===== src/rtl/regfile_arb_pkg.sv =====
// Shared types and default widths for the register-file write arbiter.
package regfile_arb_pkg;

  localparam int ADDR_W_DEF = 5;
  localparam int DATA_W_DEF = 32;

  typedef enum logic {
    EMPTY = 1'b0,
    FULL  = 1'b1
  } out_state_t;

  typedef enum logic {
    REQ0 = 1'b0,
    REQ1 = 1'b1
  } req_id_t;

endpackage


===== src/rtl/rr_arb2.sv =====
// Two-way round-robin grant: on a tie the requester that did not win last time wins.
module rr_arb2
  import regfile_arb_pkg::*;
(
  input  logic [1:0] valid_i,
  input  req_id_t    last_grant_i,
  output logic [1:0] grant_o
);

  assign grant_o[0] = valid_i[0] & (~valid_i[1] | (last_grant_i == REQ1));
  assign grant_o[1] = valid_i[1] & (~valid_i[0] | (last_grant_i == REQ0));

endmodule


===== src/rtl/regfile_wr_arbiter.sv =====
// Merges two writeback requesters onto one register-file write port through a one-entry output stage.
// Optional feature: define ZERO_REG_FILTER_EN to absorb writes to register 0 without using the port.
module regfile_wr_arbiter
  import regfile_arb_pkg::*;
#(
  parameter int ADDR_W = ADDR_W_DEF,
  parameter int DATA_W = DATA_W_DEF
) (
  input  logic              clk,
  input  logic              reset,
  input  logic              req0_valid,
  input  logic [ADDR_W-1:0] req0_addr,
  input  logic [DATA_W-1:0] req0_data,
  output logic              req0_ready,
  input  logic              req1_valid,
  input  logic [ADDR_W-1:0] req1_addr,
  input  logic [DATA_W-1:0] req1_data,
  output logic              req1_ready,
  input  logic              wr_stall,
  output logic              wr_en,
  output logic [ADDR_W-1:0] wr_addr,
  output logic [DATA_W-1:0] wr_data,
  output logic              wr_sel
);

  out_state_t        state_q, state_d;
  req_id_t           last_grant_q, last_grant_d;
  req_id_t           wr_sel_q, wr_sel_d;
  logic [ADDR_W-1:0] wr_addr_q, wr_addr_d;
  logic [DATA_W-1:0] wr_data_q, wr_data_d;

  logic       load_en;
  logic       load;
  logic [1:0] zero_ack;
  logic [1:0] arb_valid;
  logic [1:0] grant;

  assign load_en = (state_q == EMPTY) || !wr_stall;

`ifdef ZERO_REG_FILTER_EN
  // Register 0 is hardwired: acknowledge such writes at once and hide them from arbitration.
  assign zero_ack[0] = req0_valid && (req0_addr == '0);
  assign zero_ack[1] = req1_valid && (req1_addr == '0);
  assign arb_valid   = {req1_valid & ~zero_ack[1], req0_valid & ~zero_ack[0]};
`else
  assign zero_ack  = 2'b00;
  assign arb_valid = {req1_valid, req0_valid};
`endif

  rr_arb2 u_rr_arb2 (
    .valid_i      (arb_valid),
    .last_grant_i (last_grant_q),
    .grant_o      (grant)
  );

  assign load       = load_en && (grant != 2'b00);
  assign req0_ready = !reset && ((load_en && grant[0]) || zero_ack[0]);
  assign req1_ready = !reset && ((load_en && grant[1]) || zero_ack[1]);

  always_comb begin
    // NOTE: every next-state signal gets its hold value first so no path can infer a latch.
    state_d      = state_q;
    last_grant_d = last_grant_q;
    wr_sel_d     = wr_sel_q;
    wr_addr_d    = wr_addr_q;
    wr_data_d    = wr_data_q;
    if (load) begin
      state_d      = FULL;
      last_grant_d = grant[1] ? REQ1 : REQ0;
      wr_sel_d     = grant[1] ? REQ1 : REQ0;
      wr_addr_d    = grant[1] ? req1_addr : req0_addr;
      wr_data_d    = grant[1] ? req1_data : req0_data;
    end else if ((state_q == FULL) && !wr_stall) begin
      state_d = EMPTY;
    end
  end

  always_ff @(posedge clk or posedge reset) begin
    // NOTE: non-blocking assignments so every register samples pre-edge values.
    if (reset) begin
      state_q      <= EMPTY;
      last_grant_q <= REQ1;
      wr_sel_q     <= REQ0;
      wr_addr_q    <= '0;
      wr_data_q    <= '0;
    end else begin
      state_q      <= state_d;
      last_grant_q <= last_grant_d;
      wr_sel_q     <= wr_sel_d;
      wr_addr_q    <= wr_addr_d;
      wr_data_q    <= wr_data_d;
    end
  end

  assign wr_en   = (state_q == FULL);
  assign wr_addr = wr_addr_q;
  assign wr_data = wr_data_q;
  assign wr_sel  = logic'(wr_sel_q);

endmodule


===== config.mk =====
export PLATFORM = sky130hd
export DESIGN_NAME = regfile_wr_arbiter
export DESIGN_NICKNAME = d
export VERILOG_FILES = /design/src/rtl/regfile_arb_pkg.sv /design/src/rtl/rr_arb2.sv /design/src/rtl/regfile_wr_arbiter.sv
export SDC_FILE = /design/constraint.sdc
export NUM_CORES = 1
export LEC_CHECK = 0
export BUFFER_PORTS_ARGS = -buffer_cell sky130_fd_sc_hd__buf_4
export CAP_MARGIN = 10
export CORE_MARGIN = 8
export CORE_UTILIZATION = 38
export DETAILED_ROUTE_END_ITERATION = 12
export PLACE_DENSITY = 0.75
export SLEW_MARGIN = 20
export SYNTH_ARGS = -nofsm -noshare
export SYNTH_HDL_FRONTEND = slang
export SYNTH_SLANG_ARGS = --single-unit

===== constraint.sdc =====
create_clock -name clk -period 1.3 [get_ports clk]
set_input_delay 0.13 -clock clk [delete_from_list [all_inputs] [get_ports clk]]
set_output_delay 0.13 -clock clk [all_outputs]
set_load 0.01 [all_outputs]

==> load_flow_metrics.sql, run 1 <==
INSERT INTO impl_metrics (metric_group, metric, value, unit) VALUES
('cells_and_area', 'layout_commonest_cell', 'sky130_fd_sc_hd__buf_4', ''),
('route', 'drt-pass1-iter-count', '4', ''),
('yosys', 'syn-mean-instance-area', '8.52', 'um2'),
('yosys', 'netlist.area_leader.share', '0.528', ''),
('place', 'placement.io_buffers', '119', ''),
('route', 'routed-via-count', '2087', ''),
('worst_setup_path', 'criticalPathCategory', 'reg2out', ''),
('clocking', 'clock_sink_count', '40', ''),
('cells_and_area', 'layoutNonFillerInstCount', '421', ''),
('clocking', 'clock_latency', '0.29', 'ns'),
('hold_path', 'hp-class', 'in2async', ''),
('worst_setup_path', 'crit_arrival', '1.30', 'ns'),
('route', 'detail_route.vias_per_cell', '4.96', ''),
('global_route', 'grt_max_degree', '41', ''),
('worst_setup_path', 'cp_data_required_time', '1.17', 'ns'),
('global_route', 'antenna_found_initial', '0', ''),
('yosys', 'synth_cell_types', '16', ''),
('worst_setup_path', 'endpoint_kind', 'primary output', ''),
('sta', 'finalHoldViolations', '0', ''),
('cells_and_area', 'post_route_cells_drive_above_1_share', '0.475', ''),
('floorplan', 'die_h', '85.8', 'um'),
('sta', 'setup_repair_after_global_routing_missed_its_margin', 'true', ''),
('sta', 'timing.final.crit_share', '1.10', ''),
('clocking', 'cts.root.buffer_cell', 'sky130_fd_sc_hd__clkbuf_8', ''),
('flow_run', 'drv_cap', '0', ''),
('cells_and_area', 'final_core_util', '0.722', ''),
('outcome', 'violations', 'setup timing', ''),
('yosys', 'synth-seq-cells', '40', ''),
('outcome', 'run_status', 'finished, violations left', ''),
('place', 'placed_cells', '395', ''),
('cells_and_area', 'nNetsFinal', '432', ''),
('place', 'place_congestion', '0.710', ''),
('clocking', 'clk_path_buf_depth', '2', ''),
('yosys', 'synth_top_cells_by_area', 'sky130_fd_sc_hd__dfrtp_1, sky130_fd_sc_hd__nand2_1, sky130_fd_sc_hd__a31oi_1', ''),
('place', 'dpl-instance-area', '2880', 'um2'),
('worst_setup_path', 'critPathLaunchType', 'flip-flop', ''),
('yosys', 'synthesis.area', '1850', 'um2'),
('yosys', 'synthesis.instances', '217', ''),
('cells_and_area', 'layout.cells.most_common_list', 'sky130_fd_sc_hd__buf_4, sky130_fd_sc_hd__nand2_1, sky130_fd_sc_hd__dfrtp_1, sky130_fd_sc_hd__nor2_1, sky130_fd_sc_hd__a31oi_1', ''),
('global_route', 'global_route.overflow_total', '0', ''),
('floorplan', 'top_level_ports', '120', ''),
('place', 'dpl_worst_slack', '0.0481', 'ns'),
('global_route', 'grt_pass1_vias', '1925', ''),
('pwr', 'power.share.sequential', '0.400', ''),
('sta', 'setup-violations-final', '31', ''),
('cells_and_area', 'fin_area', '3410', 'um2'),
('floorplan', 'core_area', '4720', 'um2'),
('pwr', 'internal_power', '2.72', 'mW'),
('route', 'detailed_route_drc_error_count', '0', ''),
('yosys', 'netlist.top_cell.by_area', 'sky130_fd_sc_hd__dfrtp_1', ''),
('route', 'drtIter0Drc', '74', ''),
('cells_and_area', 'layout-area-overhead-vs-synth', '84.3', '%'),
('sta', 'timing_max_transition_violations_final', '0', ''),
('route', 'routed_wirelength', '6.91', 'mm'),
('pwr', 'comb_power_share', '0.380', ''),
('yosys', 'synth-xor-area-share', '0', ''),
('pwr', 'power.switching', '1.19', 'mW'),
('pwr', 'swShare', '0.305', ''),
('place', 'post-dp-hpwl', '4.32', 'mm'),
('yosys', 'dominant_combinational_cell_family_by_area_after_synthesis', 'simple AND/OR/NAND/NOR gates', ''),
('global_route', 'grt_first_pass_wirelength', '9.18', 'mm'),
('clocking', 'clock_buffers_created_by_tritoncts', '5', ''),
('pwr', 'static-leakage-power', '1.63', 'nW'),
('yosys', 'yosys_warnings', '0', ''),
('floorplan', 'area_of_the_die', '7350', 'um2'),
('sta', 'worstMarginPinSlew', '0.519', 'ns'),
('cells_and_area', 'antenna_cells', '0', ''),
('global_route', 'track_usage', '0.156', ''),
('sta', 'postLayoutSetupSlackWorst', '-0.131', 'ns'),
('worst_setup_path', 'highest_fanout_seen_on_the_critical_path', '3', ''),
('clocking', 'path_clk_slew', '0.08', 'ns');
cell usage after synthesis:
| library cell | number |
|---|---|
| sky130_fd_sc_hd__a21bo_1 | 1 |
| sky130_fd_sc_hd__nor3_1 | 1 |
| sky130_fd_sc_hd__a2bb2oi_2 | 1 |
| sky130_fd_sc_hd__dfrtp_1 | 39 |
| sky130_fd_sc_hd__a31oi_1 | 37 |
| sky130_fd_sc_hd__dfstp_2 | 1 |
| sky130_fd_sc_hd__buf_4 | 9 |
| sky130_fd_sc_hd__nand2_1 | 77 |
| sky130_fd_sc_hd__a21boi_2 | 1 |
| sky130_fd_sc_hd__buf_2 | 6 |
| sky130_fd_sc_hd__and3_1 | 1 |
| sky130_fd_sc_hd__nor2b_1 | 1 |
| sky130_fd_sc_hd__a22o_1 | 2 |
| sky130_fd_sc_hd__nor2_1 | 38 |
| sky130_fd_sc_hd__inv_1 | 1 |
| sky130_fd_sc_hd__buf_6 | 1 |
layer usage:
layer / wire, um / GRT usage / up-vias
met5: 0 / 0 / -
met3: 717 / 0.0812 / 13
li1: - / - / 1006
met4: 108 / 0.0430 / 0
met2: 3290 / 0.260 / 100
met1: 2800 / 0.168 / 968
registers in the layout, summed over array words and instances (netlist names):
signal	cells
wr_data	32
wr_addr	5
last_grant_q	1
wr_en	1
wr_sel	1
critical path, cell delays in order (launching register included):
cell                      delay (ns)
sky130_fd_sc_hd__dfstp_2        0.54
sky130_fd_sc_hd__buf_6          0.12
sky130_fd_sc_hd__nor2b_4        0.04
sky130_fd_sc_hd__nor3_2         0.17
sky130_fd_sc_hd__buf_4          0.14
power groups by stage:
stage / registers (mW) / clock network, mW / logic [mW]
global placement: 1.58 / 0 / 1.17
detailed placement: 1.59 / 0 / 1.19
CTS: 1.56 / 0.877 / 1.21
floorplan: 1.68 / 0 / 0.424
finish: 1.56 / 0.861 / 1.49
global route: 1.59 / 0.940 / 1.60
stage by stage:
step                TNS [ns]  total power [mW]
finish                -0.859              3.91
global route           -3.06              4.13
CTS                   -0.229              3.65
detailed placement         0              2.78
global placement           0              2.75
floorplan                  0              2.11
worst paths after layout:
| path | startpoint | to | slack (ns) | cells after the start |
|---|---|---|---|---|
| max | last_grant_q | req0_ready | -0.13 | 4 |
| min | reset | wr_data[25] | 0.01 | 3 |
| max reg2reg | wr_en | wr_data[3] | -0.07 | 6 |
| min reg2reg | wr_sel | wr_sel | 0.52 | 1 |
| max in group asynchronous | reset | last_grant_q | 0.92 | 3 |
| min in group clk | req0_data[29] | wr_data[29] | 0.09 | 3 |
cell type report:
cell class,instances,area share
Timing Repair Buffer,145,0.398
Inverter,1,0.00220
Multi-Input combinational cell,160,0.254
Clock buffer,8,0.0264
Sequential cell,40,0.294
Tap cell,67,0.0246
cells by family (layout without fill, tap and decap cells):
logic type,Yosys count,after routing
flip-flops,40,40
AO/OA/AOI/OAI,42,42
buffers and inverters,17,154
AND/OR/NAND/NOR,118,118
what timing repair did:
item                       CTS  global route
setup buffers                2             6
gates resized for setup      5            23
setup endpoints to repair    2            26
gates cloned                 0            11
pin swaps                    2            23
No activity file was read; power rests on OpenSTA's default activity.
==> run 2, diff against run 1 <==
--- a/config.mk
+++ b/config.mk
@@ -7,6 +7,7 @@
 export LEC_CHECK = 0
 export BUFFER_PORTS_ARGS = -buffer_cell sky130_fd_sc_hd__buf_4
 export CAP_MARGIN = 10
+export CORE_ASPECT_RATIO = 0.8
 export CORE_MARGIN = 8
 export CORE_UTILIZATION = 38
 export DETAILED_ROUTE_END_ITERATION = 12
==> run 2 against run 1 <==
  * The flow still finishes with violations (setup timing)
  * Final cell count is 4.0% lower
  * Critical path depth shrank 1
  * Sequential cell count stayed put
==> load_flow_metrics.sql, run 2 (synthesized netlist as in run 1, its figures left out) <==
INSERT INTO impl_metrics (metric_group, metric, value, unit) VALUES
('route', 'top_layer_used', 'met4', ''),
('worst_setup_path', 'worst-r2r-setup-slack', '0', 'ns'),
('global_route', 'global_route.overflow_total', '0', ''),
('place', 'dpl-instance-area', '2840', 'um2'),
('route', 'detail_route.vias_per_cell', '4.90', ''),
('pwr', 'internal_power', '2.79', 'mW'),
('clocking', 'cts_htree_levels', '2', ''),
('worst_setup_path', 'critPathLaunch', 'last_grant_q', ''),
('pwr', 'power.switching', '1.11', 'mW'),
('sta', 'setup-violations-final', '2', ''),
('clocking', 'path_clk_slew', '0.08', 'ns'),
('pwr', 'power.share.sequential', '0.403', ''),
('global_route', 'track_usage', '0.163', ''),
('clocking', 'clock_buffers_created_by_tritoncts', '5', ''),
('place', 'placed_cells', '389', ''),
('cells_and_area', 'layout_commonest_cell', 'sky130_fd_sc_hd__buf_4', ''),
('sta', 'worstMarginPinSlew', '0.499', 'ns'),
('sta', 'fin_worst_hold_slack', '0.0128', 'ns'),
('global_route', 'grt_first_pass_wirelength', '9.76', 'mm'),
('hold_path', 'hp-class', 'in2async', ''),
('global_route', 'antenna_found_initial', '0', ''),
('sta', 'final.setup_skew', '0.00688', 'ns'),
('floorplan', 'core_area', '4620', 'um2'),
('route', 'routed_wirelength', '6.27', 'mm'),
('global_route', 'grt_pass1_vias', '2040', ''),
('cells_and_area', 'num-fill-cells', '396', ''),
('floorplan', 'die_h', '78.4', 'um'),
('sta', 'slew_headroom', '0.668', ''),
('place', 'post-dp-hpwl', '4.55', 'mm'),
('worst_setup_path', 'criticalPathCategory', 'reg2out', ''),
('clocking', 'cts_hold_buf', '0', ''),
('pwr', 'power.density', '1260', 'nW/um2'),
('clocking', 'clk_path_buf_depth', '2', ''),
('cells_and_area', 'fin_area', '3100', 'um2'),
('cells_and_area', 'post_route_cells_drive_above_1_share', '0.445', ''),
('route', 'drt-pass1-iter-count', '4', ''),
('cells_and_area', 'antenna_cells', '0', ''),
('place', 'place_congestion', '0.728', ''),
('pwr', 'clkPwrFrac', '0.284', ''),
('worst_setup_path', 'setup.worst_path.end', 'req1_ready', ''),
('sta', 'max_clock_freq', '0.738', 'GHz'),
('clocking', 'clock_latency', '0.29', 'ns'),
('cells_and_area', 'multi_input_area', '771', 'um2'),
('global_route', 'grt_max_degree', '49', ''),
('pwr', 'swShare', '0.284', ''),
('clocking', 'cts.root.buffer_cell', 'sky130_fd_sc_hd__clkbuf_8', ''),
('outcome', 'violations', 'setup timing', ''),
('sta', 'postLayoutSetupSlackWorst', '-0.0549', 'ns'),
('pwr', 'vdd_drop_max', '0.000719', 'V'),
('cells_and_area', 'layoutNonFillerInstCount', '404', ''),
('route', 'wl_met2', '2.96', 'mm'),
('route', 'drtAntennaViolNets', '0', ''),
('worst_setup_path', 'worst_r2r_path_depth', '4', ''),
('sta', 'timing_max_transition_violations_final', '0', ''),
('flow_run', 'drv_cap', '0', ''),
('worst_setup_path', 'cp_data_required_time', '1.17', 'ns'),
('sta', 'totalNegativeSetupSlack', '-0.0703', 'ns'),
('worst_setup_path', 'slowest_delay', '0.59', 'ns'),
('floorplan', 'area_of_the_die', '7370', 'um2'),
('route', 'routed-via-count', '1980', ''),
('cells_and_area', 'layout.cells.most_common_list', 'sky130_fd_sc_hd__buf_4, sky130_fd_sc_hd__nand2_1, sky130_fd_sc_hd__dfrtp_1, sky130_fd_sc_hd__nor2_1, sky130_fd_sc_hd__a31oi_1', ''),
('route', 'drt-met1-wl', '2.57', 'mm'),
('worst_setup_path', 'endpoint_kind', 'primary output', ''),
('worst_setup_path', 'crit_arrival', '1.22', 'ns'),
('worst_setup_path', 'timing.critical_path.cells', 'a21boi_4 -> and3_4 -> buf_6', ''),
('place', 'placement.io_buffers', '119', ''),
('pwr', 'comb_power_share', '0.313', ''),
('sta', 'finalHoldViolations', '0', ''),
('clocking', 'clock_sink_count', '40', ''),
('route', 'drtIter0Drc', '54', ''),
('worst_setup_path', 'critPathLaunchType', 'flip-flop', ''),
('cells_and_area', 'layout-area-overhead-vs-synth', '67.4', '%'),
('route', 'detailed_route_drc_error_count', '0', ''),
('cells_and_area', 'layout.area.seq', '1000', 'um2'),
('sta', 'setup_repair_after_global_routing_missed_its_margin', 'true', ''),
('worst_setup_path', 'r2r_start', 'last_grant_q', ''),
('worst_setup_path', 'r2r_end', 'wr_data[22]', ''),
('sta', 'period_minus_slack', '1.35', 'ns'),
('route', 'wl_met3', '680', 'um'),
('clocking', 'tritoncts_clock_tree', 'yes', ''),
('pwr', 'static-leakage-power', '1.52', 'nW'),
('floorplan', 'floorplan.initialDensity', '0.400', ''),
('worst_setup_path', 'highest_fanout_seen_on_the_critical_path', '4', ''),
('floorplan', 'die_w', '94.0', 'um'),
('worst_setup_path', 'critical-path-slowest-cell', 'sky130_fd_sc_hd__dfstp_2', ''),
('floorplan', 'top_level_ports', '120', ''),
('route', 'routed_wire_length_per_instance', '15.5', 'um'),
('pwr', 'total_power', '3.90', 'mW'),
('sta', 'timing.final.crit_share', '1.04', ''),
('cells_and_area', 'nNetsFinal', '422', ''),
('floorplan', 'floorplan.rows', '22', ''),
('cells_and_area', 'max_ffs_per_register', '32', ''),
('outcome', 'run_status', 'finished, violations left', '');
==> run 2: per-stage QoR <==
stage                     setup WS (ns)   util
final                           -0.0549  0.669
after global routing            -0.0979  0.669
after CTS                       -0.0652  0.646
after detailed placement         0.0191  0.613
after global placement           0.0732  0.613
after floorplan                   0.105      -
==> run 2: final cells by class <==
type / instances / area share
multi-input cells: 160 / 0.249
clock buffers: 7 / 0.0311
flip-flops and latches: 40 / 0.324
inverters: 1 / 0.00243
clock inverters: 1 / 0.00970
repair buffers: 135 / 0.360
well taps: 60 / 0.0243
==> run 2: routing by layer <==
layer  up-vias  GRT usage
met2        72      0.260
met3         7     0.0856
met1       924      0.189
met5         -          0
li1        977          -
met4         0     0.0379
==> run 2: power by group through the flow <==
stage	Combinational, mW	Sequential, mW	Clock, mW
after floorplan	0.424	1.68	0
after global placement	1.14	1.58	0
after detailed placement	1.16	1.60	0
after CTS	1.17	1.57	1.13
after global routing	1.34	1.60	1.19
final	1.22	1.57	1.11
==> run 2: how the worst min path moves through the flow <==
stage / start / endpoint / slack [ns]
finish: reset / wr_data[30] / 0.01
global route: reset / wr_data[30] / 0.06
CTS: reset / wr_data[30] / 0.02
detailed placement: reset / wr_en / 0.33
global placement: reset / wr_en / 0.33
floorplan: reset / wr_addr[0] / 0.11
==> run 2: what timing repair did <==
item | CTS | global route
pin swaps | 2 | 3
setup buffers | 2 | 2
gates cloned | 0 | 3
gates resized for setup | 3 | 9
endpoints found under the setup margin | 3 | 39
==> run 2: critical path: cells and delay by family (launching register included) <==
| family | cells | cell delay, ns |
|---|---|---|
| DFF | 1 | 0.59 |
| buffers and inverters | 1 | 0.11 |
| AOI/OAI and AO/OA | 1 | 0.07 |
| and+or+nand+nor | 1 | 0.16 |
